[src/rtl/cache_pkg.sv]
// Shared definitions for the cache management unit and the 2-way data cache.
// Holds the address split (tag / index / line offset), line geometry, the
// CMU state encoding and the size/sign (u_b_h_w) codes passed to the cache.
package cache_pkg;

  localparam int unsigned ADDR_WIDTH  = 32;
  localparam int unsigned TAG_WIDTH   = 23;
  localparam int unsigned LINE_WORDS  = 4;
  localparam int unsigned OFFSET_BITS = 4;

  localparam int unsigned WORD_BITS   = $clog2(LINE_WORDS);
  localparam int unsigned IDX_LSB     = OFFSET_BITS;                        // addr[4]
  localparam int unsigned TAG_LSB     = ADDR_WIDTH - TAG_WIDTH;             // addr[9]
  localparam int unsigned IDX_WIDTH   = TAG_LSB - IDX_LSB;                  // 5 bits
  localparam int unsigned LINE_WIDTH  = ADDR_WIDTH - OFFSET_BITS;           // tag + index

  typedef enum logic [1:0] {
    S_IDLE,
    S_BACK,
    S_FILL,
    S_WAIT
  } state_e;

  // Size/sign codes understood by the cache; bit 2 selects zero-extension.
  typedef enum logic [2:0] {
    UBHW_B  = 3'b000,
    UBHW_H  = 3'b001,
    UBHW_W  = 3'b010,
    UBHW_BU = 3'b100,
    UBHW_HU = 3'b101
  } ubhw_e;

  // Byte address of word w within the line identified by {tag, index}.
  function automatic logic [ADDR_WIDTH-1:0] line_word_addr(
      input logic [LINE_WIDTH-1:0] line,
      input logic [WORD_BITS-1:0]  w);
    return {line, w, 2'b00};
  endfunction

endpackage

[src/rtl/cache_cmu_if.sv]
// Bus bundle around the CMU: CPU data port, cache control/status and the
// word-wide memory req/ack channel.
//   master : the CMU (drives cache/memory requests and the CPU stall/data)
//   slave  : the surroundings (CPU, cache array, memory)
interface cache_cmu_if;
  import cache_pkg::*;

  // CPU port
  logic                  cpu_req;
  logic                  cpu_wen;
  logic [2:0]            cpu_u_b_h_w;
  logic [ADDR_WIDTH-1:0] cpu_addr;
  logic [31:0]           cpu_din;
  logic [31:0]           cpu_dout;
  logic                  cpu_stall;

  // Cache port
  logic [ADDR_WIDTH-1:0] cache_addr;
  logic                  cache_load;
  logic                  cache_edit;
  logic                  cache_store;
  logic                  cache_invalid;
  logic [2:0]            cache_u_b_h_w;
  logic [31:0]           cache_din;
  logic                  cache_hit;
  logic [31:0]           cache_dout;
  logic                  cache_valid;
  logic                  cache_dirty;
  logic [TAG_WIDTH-1:0]  cache_tag;

  // Memory port
  logic                  mem_cs;
  logic                  mem_we;
  logic [ADDR_WIDTH-1:0] mem_addr;
  logic [31:0]           mem_dout;
  logic [31:0]           mem_din;
  logic                  mem_ack;

  modport master (
    input  cpu_req, cpu_wen, cpu_u_b_h_w, cpu_addr, cpu_din,
    output cpu_dout, cpu_stall,
    output cache_addr, cache_load, cache_edit, cache_store, cache_invalid,
    output cache_u_b_h_w, cache_din,
    input  cache_hit, cache_dout, cache_valid, cache_dirty, cache_tag,
    output mem_cs, mem_we, mem_addr, mem_dout,
    input  mem_din, mem_ack
  );

  modport slave (
    output cpu_req, cpu_wen, cpu_u_b_h_w, cpu_addr, cpu_din,
    input  cpu_dout, cpu_stall,
    input  cache_addr, cache_load, cache_edit, cache_store, cache_invalid,
    input  cache_u_b_h_w, cache_din,
    output cache_hit, cache_dout, cache_valid, cache_dirty, cache_tag,
    input  mem_cs, mem_we, mem_addr, mem_dout,
    output mem_din, mem_ack
  );

endinterface

[src/rtl/cache_cmu.sv]
// Cache management unit for a 2-way set-associative write-back,
// write-allocate data cache.
//   clk : rising-edge clock (the cache itself updates on the falling edge)
//   rst : asynchronous active-low reset
//   bus : cache_cmu_if.master - CPU port, cache control/status, memory req/ack
// Hits complete combinationally in the same cycle. A miss stalls the CPU,
// writes back a dirty victim word by word, refills the line, spends one
// settle cycle, then lets the held CPU access replay as a hit.
module cache_cmu
  import cache_pkg::*;
(
  input logic         clk,
  input logic         rst,
  cache_cmu_if.master bus
);

  state_e                state_q, state_d;
  logic [WORD_BITS-1:0]  word_cnt_q, word_cnt_d;
  logic [LINE_WIDTH-1:0] req_line_q, req_line_d;   // latched missing line (addr[31:4])
  logic [TAG_WIDTH-1:0]  victim_tag_q, victim_tag_d;

  logic                  last_word;
  logic [ADDR_WIDTH-1:0] vaddr;
  logic [ADDR_WIDTH-1:0] faddr;

  assign last_word = (word_cnt_q == WORD_BITS'(LINE_WORDS - 1));
  assign vaddr = line_word_addr({victim_tag_q, req_line_q[IDX_WIDTH-1:0]}, word_cnt_q);
  assign faddr = line_word_addr(req_line_q, word_cnt_q);

  // Outputs that only follow the cache/memory data; kept out of the process
  // blocks so the cache's combinational read path does not form a loop.
  assign bus.cpu_dout      = rst ? bus.cache_dout : 32'h0;
  assign bus.mem_dout      = (rst && state_q == S_BACK) ? bus.cache_dout : 32'h0;
  assign bus.cache_invalid = 1'b0;

  // Address/strobe steering: depends only on state and CPU/memory inputs.
  always_comb begin
    bus.cache_addr    = '0;
    bus.cache_load    = 1'b0;
    bus.cache_store   = 1'b0;
    bus.cache_u_b_h_w = 3'b000;
    bus.cache_din     = 32'h0;
    bus.mem_cs        = 1'b0;
    bus.mem_we        = 1'b0;
    bus.mem_addr      = '0;
    if (rst) begin
      case (state_q)
        S_IDLE: begin
          if (bus.cpu_req) begin
            bus.cache_addr    = bus.cpu_addr;
            bus.cache_u_b_h_w = bus.cpu_u_b_h_w;
            bus.cache_load    = ~bus.cpu_wen;
            bus.cache_din     = bus.cpu_din;
          end
        end
        S_BACK: begin
          bus.cache_addr    = vaddr;
          bus.cache_load    = 1'b1;
          bus.cache_u_b_h_w = UBHW_W;
          bus.mem_cs        = 1'b1;
          bus.mem_we        = 1'b1;
          bus.mem_addr      = vaddr;
        end
        S_FILL: begin
          bus.cache_addr    = faddr;
          bus.cache_u_b_h_w = UBHW_W;
          bus.mem_cs        = 1'b1;
          bus.mem_addr      = faddr;
          // Word is written into the cache in the same cycle memory returns it.
          if (bus.mem_ack) begin
            bus.cache_store = 1'b1;
            bus.cache_din   = bus.mem_din;
          end
        end
        default: ;
      endcase
    end
  end

  // FSM next state, word counter, miss latching, stall and write-hit strobe.
  always_comb begin
    state_d        = state_q;
    word_cnt_d     = word_cnt_q;
    req_line_d     = req_line_q;
    victim_tag_d   = victim_tag_q;
    bus.cpu_stall  = 1'b0;
    bus.cache_edit = 1'b0;
    if (rst) begin
      case (state_q)
        S_IDLE: begin
          if (bus.cpu_req) begin
            bus.cache_edit = bus.cpu_wen & bus.cache_hit;
            if (!bus.cache_hit) begin
              bus.cpu_stall = 1'b1;
              req_line_d    = bus.cpu_addr[ADDR_WIDTH-1:OFFSET_BITS];
              victim_tag_d  = bus.cache_tag;
              word_cnt_d    = '0;
              state_d       = (bus.cache_valid && bus.cache_dirty) ? S_BACK : S_FILL;
            end
          end
        end
        S_BACK: begin
          bus.cpu_stall = 1'b1;
          if (bus.mem_ack) begin
            word_cnt_d = word_cnt_q + 1'b1;   // wraps to 0 on the last word
            if (last_word) state_d = S_FILL;
          end
        end
        S_FILL: begin
          bus.cpu_stall = 1'b1;
          if (bus.mem_ack) begin
            word_cnt_d = word_cnt_q + 1'b1;
            if (last_word) state_d = S_WAIT;
          end
        end
        S_WAIT: begin
          bus.cpu_stall = 1'b1;
          state_d       = S_IDLE;
        end
        default: state_d = S_IDLE;
      endcase
    end
  end

  always_ff @(posedge clk or negedge rst) begin
    if (!rst) begin
      state_q      <= S_IDLE;
      word_cnt_q   <= '0;
      req_line_q   <= '0;
      victim_tag_q <= '0;
    end else begin
      state_q      <= state_d;
      word_cnt_q   <= word_cnt_d;
      req_line_q   <= req_line_d;
      victim_tag_q <= victim_tag_d;
    end
  end

endmodule

[src/flat_wrapper.sv]
// flat-port wrapper written by rule: the top's interface ports become plain ports
module cache_cmu_flat import cache_pkg::*;
  (clk, rst, bus_cpu_req, bus_cpu_wen, bus_cpu_u_b_h_w, bus_cpu_addr, bus_cpu_din, bus_cpu_dout, bus_cpu_stall, bus_cache_addr, bus_cache_load, bus_cache_edit, bus_cache_store, bus_cache_invalid, bus_cache_u_b_h_w, bus_cache_din, bus_cache_hit, bus_cache_dout, bus_cache_valid, bus_cache_dirty, bus_cache_tag, bus_mem_cs, bus_mem_we, bus_mem_addr, bus_mem_dout, bus_mem_din, bus_mem_ack);
  cache_cmu_if bus_i ();
  input logic clk;
  input logic rst;
  input wire logic [$bits(bus_i.cpu_req)-1:0] bus_cpu_req;
  input wire logic [$bits(bus_i.cpu_wen)-1:0] bus_cpu_wen;
  input wire logic [$bits(bus_i.cpu_u_b_h_w)-1:0] bus_cpu_u_b_h_w;
  input wire logic [$bits(bus_i.cpu_addr)-1:0] bus_cpu_addr;
  input wire logic [$bits(bus_i.cpu_din)-1:0] bus_cpu_din;
  output wire logic [$bits(bus_i.cpu_dout)-1:0] bus_cpu_dout;
  output wire logic [$bits(bus_i.cpu_stall)-1:0] bus_cpu_stall;
  output wire logic [$bits(bus_i.cache_addr)-1:0] bus_cache_addr;
  output wire logic [$bits(bus_i.cache_load)-1:0] bus_cache_load;
  output wire logic [$bits(bus_i.cache_edit)-1:0] bus_cache_edit;
  output wire logic [$bits(bus_i.cache_store)-1:0] bus_cache_store;
  output wire logic [$bits(bus_i.cache_invalid)-1:0] bus_cache_invalid;
  output wire logic [$bits(bus_i.cache_u_b_h_w)-1:0] bus_cache_u_b_h_w;
  output wire logic [$bits(bus_i.cache_din)-1:0] bus_cache_din;
  input wire logic [$bits(bus_i.cache_hit)-1:0] bus_cache_hit;
  input wire logic [$bits(bus_i.cache_dout)-1:0] bus_cache_dout;
  input wire logic [$bits(bus_i.cache_valid)-1:0] bus_cache_valid;
  input wire logic [$bits(bus_i.cache_dirty)-1:0] bus_cache_dirty;
  input wire logic [$bits(bus_i.cache_tag)-1:0] bus_cache_tag;
  output wire logic [$bits(bus_i.mem_cs)-1:0] bus_mem_cs;
  output wire logic [$bits(bus_i.mem_we)-1:0] bus_mem_we;
  output wire logic [$bits(bus_i.mem_addr)-1:0] bus_mem_addr;
  output wire logic [$bits(bus_i.mem_dout)-1:0] bus_mem_dout;
  input wire logic [$bits(bus_i.mem_din)-1:0] bus_mem_din;
  input wire logic [$bits(bus_i.mem_ack)-1:0] bus_mem_ack;
  assign bus_i.cpu_req = bus_cpu_req;
  assign bus_i.cpu_wen = bus_cpu_wen;
  assign bus_i.cpu_u_b_h_w = bus_cpu_u_b_h_w;
  assign bus_i.cpu_addr = bus_cpu_addr;
  assign bus_i.cpu_din = bus_cpu_din;
  assign bus_cpu_dout = bus_i.cpu_dout;
  assign bus_cpu_stall = bus_i.cpu_stall;
  assign bus_cache_addr = bus_i.cache_addr;
  assign bus_cache_load = bus_i.cache_load;
  assign bus_cache_edit = bus_i.cache_edit;
  assign bus_cache_store = bus_i.cache_store;
  assign bus_cache_invalid = bus_i.cache_invalid;
  assign bus_cache_u_b_h_w = bus_i.cache_u_b_h_w;
  assign bus_cache_din = bus_i.cache_din;
  assign bus_i.cache_hit = bus_cache_hit;
  assign bus_i.cache_dout = bus_cache_dout;
  assign bus_i.cache_valid = bus_cache_valid;
  assign bus_i.cache_dirty = bus_cache_dirty;
  assign bus_i.cache_tag = bus_cache_tag;
  assign bus_mem_cs = bus_i.mem_cs;
  assign bus_mem_we = bus_i.mem_we;
  assign bus_mem_addr = bus_i.mem_addr;
  assign bus_mem_dout = bus_i.mem_dout;
  assign bus_i.mem_din = bus_mem_din;
  assign bus_i.mem_ack = bus_mem_ack;
  cache_cmu u_core (.clk(clk), .rst(rst), .bus(bus_i));
endmodule
[config.mk]
export PLATFORM = sky130hd
export DESIGN_NAME = cache_cmu_flat
export DESIGN_NICKNAME = d
export VERILOG_FILES = /design/src/rtl/cache_pkg.sv /design/src/rtl/cache_cmu_if.sv /design/src/rtl/cache_cmu.sv /design/src/flat_wrapper.sv
export SDC_FILE = /design/constraint.sdc
export NUM_CORES = 1
export LEC_CHECK = 0
export BUFFER_PORTS_ARGS = -buffer_cell sky130_fd_sc_hd__buf_2
export CORE_AREA = 3 3 130 132
export DETAILED_ROUTE_END_ITERATION = 6
export DIE_AREA = 0 0 133 135
export PLACE_DENSITY = 0.61
export SLEW_MARGIN = 20
export SYNTH_ARGS = -nofsm -noshare
export SYNTH_HDL_FRONTEND = slang
export SYNTH_SLANG_ARGS = --single-unit
[constraint.sdc]
create_clock -name clk -period 2.1 [get_ports clk]
set_clock_uncertainty 0.05 [all_clocks]
set_input_delay 0.21 -clock clk [delete_from_list [all_inputs] [get_ports clk]]
set_output_delay 0.21 -clock clk [all_outputs]
set_load 0.02 [all_outputs]
* Word level (Yosys, flattened, before mapping)
Index checks and enable logic that the tools add are counted.
Widths: inputs -> output; s select.
** Operators by class
- Add/sub/neg operators :: 1
- Multiply operators :: 0
- Divide/modulo/power cells :: 0
- Magnitude comparators :: 0
- Eq/ne operators :: 11
- Shift-type cells :: 0
- Mux-type cells :: 43
- Bitwise gates (word level) :: 3
- Reductions and logical operators :: 9
** Operators with widths (number)
- $mux 32 :: 8
- $pmux 32 s2 :: 2
- $pmux 32 s3 :: 1
- $mux 2 :: 10
- $mux 1 :: 15
- $ne 2x2->1 const B :: 4
- $pmux 2 s4 :: 1
- $reduce_and 7->1 :: 1
- $eq 2x2->1 const B :: 3
- $mux 3 :: 2
- $ne 2x1->1 const B :: 3
- $pmux 3 s2 :: 1
- $reduce_and 5->1 :: 1
- $pmux 1 s2 :: 2
- $pmux 2 s2 :: 1
- $reduce_and 4->1 :: 1
- $reduce_or 3->1 :: 1
- $add 2x1->2 const B :: 1
- $eq 2x1->1 const B :: 1
- $logic_and 1x1->1 :: 2
- $logic_not 2->1 :: 1
- $not 1->1 :: 2
- $reduce_bool 2->1 :: 1
- $reduce_or 2->1 :: 1
- $and 1x1->1 :: 1
** Word-level totals
- Register bits :: 55
- Bits in latches :: 0
- Bits in writable memories :: 0
- Bits in read-only memories :: 0
- Input port bits :: 162
- Output and inout bits :: 170
- Logic and storage cells :: 71
- Memories :: 0

* Longest topological paths before layout
Gate-level depths: netlist (run 1).
- Depth after elaboration :: 5
- Mapped depth :: 7

* Worst setup path after synthesis (run 1)
OpenSTA, ideal clock, no wires.
- Kind :: flip-flop to output port
- From :: reg u_core.state_q[0]
- To :: out bus_cache_din[10]
- Arrival time :: 1.700 ns
- Setup slack :: 0.140 ns
- Stages on the path, launching flop included :: 8
- Path through :: dfrtp_1 inv_1 ha_1 and2_1 buf_2 clkbuf_1 a22oi_1 nor2_1
** Between the ends
- Cells in the longest elaborated chain, start to end :: 3
- Elaborated cells on any way between the ends :: 4
- Those cells by class :: eq/ne: 1; mux: 2; reduce/logical: 1
** RTL lines
- from (decl) :: RTL line cache_cmu.sv:17 : state_e state_q, state_d;
- from (signal assigned) :: RTL line cache_cmu.sv:132 : state_q <= state_d;
- $eq 2x2->1 / $logic_not 2->1 (equally long branches) :: RTL line cache_cmu.sv:47 : case (state_q)
- $pmux 32 s2 (*) :: RTL line cache_cmu.sv:47
- $mux 32 (*) :: RTL line cache_cmu.sv:46 : if (rst) begin
- to (decl) :: RTL line flat_wrapper.sv:20 : output wire logic [$bits(bus_i.cache_din)-1:0] bus_cache_din;
Every way passes the cells marked *; elsewhere a longest branch is shown, timed or not.

* Worst setup path in the final report (run 1)
- From :: reg u_core.state_q[1]
- To :: out bus_cache_addr[23]
** Between the ends
- Cells in the longest elaborated chain, start to end :: 3
- Elaborated cells on any way between the ends :: 5
- Those cells by class :: eq/ne: 2; mux: 2; reduce/logical: 1
** RTL lines
- $eq 2x2->1, or another cell as far along :: RTL line cache_cmu.sv:47
- $pmux 32 s3 (*) :: RTL line cache_cmu.sv:47
- $mux 32 (*) :: RTL line cache_cmu.sv:46
- to (decl) :: RTL line flat_wrapper.sv:14 : output wire logic [$bits(bus_i.cache_addr)-1:0] bus_cache_addr;
Marked as above.

==> out/summary.md, run 1 <==
For the final-report max-slew violation count, the log shows 0. The most common flop cell mapped by yosys was sky130_fd_sc_hd__dfrtp_1. sky130_fd_sc_hd__nor2_1 is the most common cell in the netlist.

The clock drives 55 sinks. The number of DRC violations after detailed-routing iteration 0 is 197. The quantity of I/O buffers inserted on ports is 328. From synthesis to final layout, the design area changed by 61.2%.

STA puts the critical path data required time at 1.84 ns. The tool flagged a number of max-cap violations equal to 0. On the worst path, the slowest cell contributes a delay of 0.39 ns. The setup TNS was 0 ns; the clock buffer count from CTS was 5. Highest-delay cell along the critical path: sky130_fd_sc_hd__dfrtp_1. Yosys attributes the largest share of cell area to sky130_fd_sc_hd__dfrtp_1 33%, sky130_fd_sc_hd__mux2_4 18%, sky130_fd_sc_hd__a22oi_1 11%. Yosys mapped the design onto 31 distinct sky130hd cell types. The die boundary height is 135 µm, and the wire length of the first global-routing pass is 25200 µm.

The tools report the power consumption as 7.99 mW. Tracing the worst setup path back leads to its startpoint at u_core.state_q[1]. The maximum frequency from static timing analysis is 487 MHz, and the share of the synthesized area in the top cell type is 33.3%. The net count of the finished layout is 939. The final core utilization came out at 42.1%. The tightest min-delay check is of the input pin to async pin type. Synthesis produced 447 cells. The synthesized area per cell is 9.26 µm², and the post-placement worst setup slack is 0.119 ns.

The tools report the endpoint arrival time on the critical path as 1.79 ns. The tools report the post-synthesis instance area as 0.00414 mm². The synthesized design spends more area on one cell type than any other, namely sky130_fd_sc_hd__dfrtp_1. Area enclosed by the die boundary: 0.0180 mm². TritonCTS built the clock tree.

In this run the static leakage power is 3.74 nW. Width of the die: 133 µm. 332 I/O pins were placed.

The global placer's final weighted congestion is 0.863, and the power per cell area is 1200 mW/mm². Clock-pin transition on the worst setup and hold timing paths: 0.07 ns. The nature of the critical path startpoint was a flip-flop. The beginning of the worst register-to-register path was u_core.state_q[1]. The total length of routed wires was 17300 µm. The number of H-tree levels was 2; the count of endpoints failing setup in the final report was 0. The register-to-register setup slack was 0.22 ns. Yosys printed 0 warnings. The initial antenna violation count was 1; the maximum ir drop on the vdd rail was 469 µV. In the final routed layout, each cell accounts on average for 17.5 µm. The tools report the number of endpoints with negative hold slack in the final report as 0.

Sorting the synthesized cells by how often they occur yields 66 x sky130_fd_sc_hd__nor2_1, 61 x sky130_fd_sc_hd__a22oi_1, 55 x sky130_fd_sc_hd__dfrtp_1, 50 x sky130_fd_sc_hd__mux2_4. For the maximum number of pins on one net before global-route repair, the log shows 60. The sequential element share of the synthesized area was 33.3%. Counting flops with a built-in enable in the synthesized netlist gives 0. Counting along the longest clock path gives a buffer depth of 2. The number of synthesized register bits is 55. The worst path uses 97.8% of the clock period. The master cell of the clock root buffer is sky130_fd_sc_hd__clkbuf_16.

Of all flip-flops after synthesis, the portion carrying an async set or reset was 100%. The worst path meets setup with 0.0468 ns of slack. The total number of vias is 4573. STA classifies the critical path endpoint as a primary output. Row generation in the floorplan step produced 46 rows.

The worst setup path is of the flip-flop to primary output kind. For this run, design rule violations remaining after detail routing come to 0. The number of fill cells in the layout came out at 1577.

The remaining global-route overflow was 0. In this run the critical register-to-register path is captured at u_core.victim_tag_q[18]. The number of global-route vias before repair is 4466, and the proportion of layout cells with a drive suffix above 1 is 60.3%.

The tools report the core area as 0.0158 mm². Counting cells, the worst reg-to-reg path comes to 6. For the finished layout, the period the worst path requires is 2.05 ns.

Using the TritonRoute via totals, the vias-per-cell ratio works out to 4.63. Initial standard-cell utilization of the core: 26.2%. For this run, the detailed router's first-pass iteration total came to 4. For this run, the total global-route usage over all layers was measured as 17.4%. The end of the critical path was bus_cache_addr[23]. The total half-perimeter wirelength after legalization and detailed placement was 13000 µm.

The most frequent cell on the critical path was sky130_fd_sc_hd__buf_4. The detail route stage leaves a number of antenna-violating nets equal to 0. The later pin in the worst-skew pair is clocked with a latency of 0.29 ns. The critical path goes through inv_2, ha_2, and2_4, buf_4, buf_12, nand2_1, a21oi_2, buf_4.

The flow ran to the end, and the final reports show no timing, DRC or antenna violations. Hold timing on the final database bottoms out at a slack of 0.0360 ns. The biggest fanout along the worst timing path came out at 10.

Setup repair after global routing could not meet its margin everywhere.
## state kept, by name, summed over array words and instances, names as in the netlist
name,flops
u_core.word_cnt_q,2
u_core.state_q,2
u_core.victim_tag_q,23
u_core.req_line_q,28
## worst min-delay path by stage
| stage | slack (ns) | cells past startpoint | startpoint | to |
|---|---|---|---|---|
| 2_1_floorplan | -0.14 | 0 | rst | u_core.req_line_q[0] |
| 3_3_place_gp | 0.04 | 1 | rst | u_core.state_q[1] |
| 3_5_place_dp | 0.04 | 1 | rst | u_core.state_q[1] |
| 4_1_cts | 0.03 | 2 | rst | u_core.victim_tag_q[1] |
| 5_1_grt | 0.05 | 2 | rst | u_core.word_cnt_q[1] |
| 6_report | 0.04 | 2 | rst | u_core.word_cnt_q[1] |
## power by group
group	switching [mW]	internal [mW]
Clock	0.373	0.563
Sequential	0.387	1.60
Combinational	2.64	2.42
## cells by family (layout without fill, tap and decap cells)
kind of cell | after synthesis | after routing | share of synthesized area (%)
multiplexers | 56 | 56 | 19.7
AND/OR/NAND/NOR | 180 | 180 | 21.8
flip-flops | 55 | 55 | 33.3
other | 1 | 4 | 0.0906
AO/OA/AOI/OAI | 95 | 95 | 15.5
buffers and inverters | 53 | 375 | 7.59
adder cells (fa/ha/maj) | 7 | 7 | 2.12
## cell type report
cell class	instances	area (µm²)	area share, %
Multi-Input combinational cell	341	2630	39.5
Timing Repair Buffer	360	2190	32.8
Sequential cell	55	1380	20.7
Tap cell	216	270	4.05
Clock buffer	5	125	1.88
Clock inverter	3	43.8	0.657
Inverter	7	28.8	0.431
Antenna cell	1	2.50	0.0375
## worst max-delay path, delay by kind of cell, from the launching register on
family / cells / cell delay (ns)
flip-flops: 1 / 0.39
adder cells (fa/ha/maj): 1 / 0.19
buffers and inverters: 4 / 0.51
AO/OA/AOI/OAI: 1 / 0.14
AND/OR/NAND/NOR: 2 / 0.26
## what timing repair did
item,in CTS,in global routing
hold endpoints to repair,2,0
buffers inserted,2,4
endpoints found under the setup margin,76,72
resized for setup,17,72
pin swaps,0,2
gates cloned,1,5
hold buffers,1,0
## metal layers
metal | track usage (%) | routed length [µm] | part of all wire (%)
met1 | 22.4 | 7140 | 41
met2 | 31.1 | 8910 | 51
met3 | 2.83 | 1080 | 6.2
met4 | 3.23 | 204 | 1.2
met5 | 0 | 0 | 0
## cells in the final DEF (no fill, tap or decap), types with 3 or more instances in the layout
master	count
sky130_fd_sc_hd__mux2i_1	3
sky130_fd_sc_hd__and2_1	37
sky130_fd_sc_hd__ha_2	4
sky130_fd_sc_hd__nand2_1	26
sky130_fd_sc_hd__conb_1	3
sky130_fd_sc_hd__a22oi_2	16
sky130_fd_sc_hd__a22oi_1	45
sky130_fd_sc_hd__buf_12	10
sky130_fd_sc_hd__mux2_4	50
sky130_fd_sc_hd__buf_6	7
sky130_fd_sc_hd__buf_4	42
sky130_fd_sc_hd__nor2_1	65
sky130_fd_sc_hd__clkbuf_16	8
sky130_fd_sc_hd__inv_1	5
sky130_fd_sc_hd__buf_2	296
sky130_fd_sc_hd__dfrtp_1	54
sky130_fd_sc_hd__a21oi_1	13
sky130_fd_sc_hd__a21oi_2	13
sky130_fd_sc_hd__and3_1	39
## through the flow
stage	area [µm²]	std cells
after floorplan	4150	449
after global placement	6030	966
after detailed placement	6030	966
after CTS	6300	978
after global routing	6670	988
final	6670	988
Note: power is estimated with default switching activity, not from simulation.
==> inputs of run 2 (changes only) <==
ABC_AREA = 1   (was not set)
CORE_AREA = 3 3 129 131   (was 3 3 130 132)
DIE_AREA = 0 0 132 134   (was 0 0 133 135)
PLACE_DENSITY = 0.65   (was 0.61)
==> out/summary.md, run 2 <==
The register with the most flip-flops in the layout has 28 of them. The total area inside the core boundary comes to 0.0157 mm². For the clock buffer count from CTS, the log shows 5. Data on the critical path is required at its endpoint by 1.84 ns. The clock-pin transition on the worst setup and hold timing paths was 0.08 ns.

Across the run, the number of max-cap violations was 0. Summing all flip-flop and latch instances after layout gives 0.00138 mm². Static timing analysis puts the maximum clock frequency at 478 MHz.

Total track usage: 17.8%. The run gives 8.15 mW as the power consumption. The multiplexer area fraction after synthesis works out to 0%.

Counting flops with an async set or reset pin after synthesis yields a share of 100%. The floorplan step defined a die boundary enclosing 0.0177 mm². Number of diodes added for antenna fixing: 0. The nature of the critical path startpoint is a flip-flop.

The share of total power dissipated in combinational logic is 68.2%. The synthesized area per cell was 6.57 µm²; the final-report max-slew violation count was 0. The worst-case IR drop observed on VDD is 529 µV.

The library cells used most frequently in the layout, excluding fill and tap cells, are 273 x sky130_fd_sc_hd__buf_2, 159 x sky130_fd_sc_hd__nand2_1, 114 x sky130_fd_sc_hd__inv_1. In the final timing run, aggregate negative setup slack is 0 ns. The number of fill cells in the layout was 1631.

Synthesis handed over a netlist of 698 instances. Die boundary height: 134 µm. The post-synthesis share of cell area spent on full adders, half adders and majority gates works out to 1.91%.

The final clock period utilization by the worst path was 99.7%; the post-synthesis simple-gate area fraction was 31.4%. The run gives 2 as the number of H-tree levels. The cell sitting at the root of the clock tree is a sky130_fd_sc_hd__clkbuf_16. Of the total synthesized cell area, the portion taken by XOR and XNOR cells is 0%. Minimum period implied by the final worst setup slack: 2.09 ns. In the routed layout, each cell is associated on average with a via count of 4.44. In the global route stage, met2 resource usage came out at 30.6%. The cell area reported after detailed placement is 0.00638 mm². The beginning of the worst register-to-register path is u_core.state_q[1]. The top register by number of flip-flops is u_core.req_line_q. For this run, global-route usage on met3 was measured as 3.75%. Counting along the longest clock path gives a buffer depth of 2.

Counting cells, the worst reg-to-reg path comes to 11. The share of the synthesized area in the top cell type came out at 30.0%. Class of the worst hold path: input pin to flip-flop.

Proportion of power drawn by flip-flops and latches: 21.5%. The endpoint arrival time on the critical path was 1.83 ns. At the later pin of the worst-skew pair, clock insertion delay measures 0.28 ns. In this run the critical register-to-register path is captured at u_core.state_q[1].

TritonCTS built the clock tree. By area the synthesized netlist is led by sky130_fd_sc_hd__dfrtp_1 30%, sky130_fd_sc_hd__nand2_1 13%, sky130_fd_sc_hd__inv_1 9.7%. For the pin with the worst max-slew slack, the measured transition is 0.596 ns.

For this design the top-level I/O count stands at 332. Counting flops with a built-in enable in the synthesized netlist gives 0. The internal power of the cells totals 4.24 mW. Biggest area consumer among synthesized cells: sky130_fd_sc_hd__dfrtp_1.

The number of DRC violations after detailed-routing iteration 0 is 345, and the worst slew margin relative to its limit is 60.3%. Main combinational cell family by area after synthesis: simple AND/OR/NAND/NOR gates. In this run, placement finished with an instance count of 1214.

Counting distinct cell types in the post-synthesis netlist gives 29. Summed over all nets, the half-perimeter wirelength after detailed placement is 12900 µm. The number of synthesized register bits is 55, and the fraction of met1 tracks used by global routing is 23.5%.

For this block, the routed nets add up to 18100 µm of wire. The die is 132 µm wide. Highest-utilization routing layer at the global route stage: met2. For the post-synthesis instance area, the log shows 0.00458 mm². Net switching power of the design: 3.90 mW. The post-route antenna net violation count is 0. The biggest fanout along the worst timing path was 11; the total leakage power was 4.03 nW. For the number of endpoints with negative hold slack in the final report, the log shows 0.

In this run the tool buffered the top-level ports with 328 buffer cells. The critical path starts at u_core.state_q[1]. The path type of the worst setup path is flip-flop to primary output. For the final cell area excluding filler cells, the log shows 0.00722 mm². Yosys instantiated no cell more often than sky130_fd_sc_hd__nand2_1. Setup repair after global routing could not meet its margin everywhere. For the wire length of the first global-routing pass, the log shows 26100 µm. Across all register-to-register paths, the minimum setup slack is 0.26 ns.

The worst hold path begins at bus_cache_tag[1]. The tools report the endpoint kind of the worst setup timing path as a primary output. For this design the ratio of total power to cell area is 1130 mW/mm².

The logs give 1241 for the filler-free cell count of the finished design and 47 for the maximum number of pins on one net before global-route repair. The tools report the worst slack on hold paths as 0.0993 ns. The number of warning messages in the yosys log was 0; the sequential element share of the synthesized area was 30.0%. The run finished with clean final reports.

Compared with the post-synthesis result, the final layout area differs by 57.5%. The share of the synthesized area in compound gates (AO/OA/AOI/OAI) came out at 18.2%. The run gives 5 as the number of search-and-repair iterations in the first detailed-routing pass.

In the final layout, the registers with the most flip-flops are u_core.req_line_q (28), u_core.victim_tag_q (23). Initial antenna violation count: 0. The final route contains 5510 vias. The number of standard-cell rows in the floorplan is 46, and the count of endpoints failing setup in the final report is 0. For this configuration, the core starts out at a cell density of 29.2%. The logs give 5121 for the number of global-route vias before repair and 0.00257 mm² for the area of combinational cells with multiple inputs.

The number of nets in the final layout is 1193, and the clock sink count is 55. The logs give 10.3% for the clock network fraction of design power and 0.803 for the global placer's final weighted congestion. The remaining routing DRC violations is 0, and the fraction of power spent switching nets is 47.9%. The critical path ends at bus_cache_addr[4]. The per-cell routed wire length was 14.6 µm.

The most used flip-flop cell after synthesis is sky130_fd_sc_hd__dfrtp_1. The proportion of layout cells with a drive suffix above 1 works out to 47.1%. The total overflow left after global routing is 0. Most common library cell in the layout ignoring fill and taps: sky130_fd_sc_hd__buf_2. The commonest cells after synthesis are 164 x sky130_fd_sc_hd__nand2_1, 119 x sky130_fd_sc_hd__inv_1, 83 x sky130_fd_sc_hd__nor2_1, 65 x sky130_fd_sc_hd__a21oi_1, 55 x sky130_fd_sc_hd__dfrtp_1.
## run 2: changes by cell type after synthesis, moves of 17 or more
cell                      delta
sky130_fd_sc_hd__a21oi_1    +39
sky130_fd_sc_hd__a21oi_2    +28
sky130_fd_sc_hd__a22oi_1    -61
sky130_fd_sc_hd__and2_1     -39
sky130_fd_sc_hd__and3_1     -39
sky130_fd_sc_hd__inv_1     +112
sky130_fd_sc_hd__mux2_4     -50
sky130_fd_sc_hd__nand2_1   +137
sky130_fd_sc_hd__nand3_1    +35
sky130_fd_sc_hd__nor2_1     +17
sky130_fd_sc_hd__nor2_4     +20
sky130_fd_sc_hd__o21ai_0    +35
## run 2: layer usage
metal	wire, µm	vias up
met4	131	0
met3	1160	12
met1	7790	2521
met2	9040	201
li1	-	2776
met5	0	-
## run 2: layout make-up
class	count	area share, %
Timing Repair Buffer	367	33.0
Sequential cell	55	19.1
Clock inverter	2	0.225
Clock buffer	6	1.78
Tap cell	216	3.74
Inverter	123	6.64
Multi-Input combinational cell	472	35.6
## run 2: critical path, stage by stage, from the launching register on
cell,delay [ns]
sky130_fd_sc_hd__dfrtp_1,0.43
sky130_fd_sc_hd__buf_4,0.17
sky130_fd_sc_hd__ha_4,0.18
sky130_fd_sc_hd__buf_12,0.14
sky130_fd_sc_hd__nor2_2,0.11
sky130_fd_sc_hd__buf_6,0.16
sky130_fd_sc_hd__nor2_1,0.05
sky130_fd_sc_hd__a21oi_1,0.11
sky130_fd_sc_hd__nor2_1,0.06
sky130_fd_sc_hd__buf_2,0.15
## run 2: cells by family after synthesis
logic type / after synthesis
compound gates: 143
fa+ha+maj: 7
buf+inv: 173
flops: 55
other cells: 1
simple gates: 319
## run 2: power groups by stage
stage | clock [mW] | sequential (mW) | combinational, mW
floorplan | 0 | 1.70 | 3.03
global placement | 0 | 1.74 | 4.35
detailed placement | 0 | 1.75 | 4.37
CTS | 0.871 | 1.73 | 4.83
global route | 0.920 | 1.80 | 6.06
finish | 0.839 | 1.75 | 5.56
## run 2: stage by stage
stage               setup WS [ns]  utilization (%)
floorplan                   0.220                -
detailed placement          0.164             40.6
global route              -0.0799             46.0
CTS                       -0.0233             43.2
global placement            0.202             40.6
finish                    0.00615             46.0
## run 2: timing repair
item,in CTS,in global routing
setup buffers,7,3
hold buffers,2,0
cloned,2,5
setup endpoints to repair,114,104
hold endpoints to repair,9,0
pin swaps,1,8
gates resized for setup,34,114
## run 2: how the worst min path moves through the flow
stage                              endpoint  slack [ns]  depth (start not counted)
floorplan              u_core.req_line_q[0]       -0.14                          0
global placement    u_core.victim_tag_q[17]        0.02                          1
detailed placement  u_core.victim_tag_q[17]        0.03                          1
CTS                  u_core.victim_tag_q[7]        0.10                          3
global route         u_core.victim_tag_q[4]        0.10                          3
finish               u_core.victim_tag_q[1]         0.1                          3
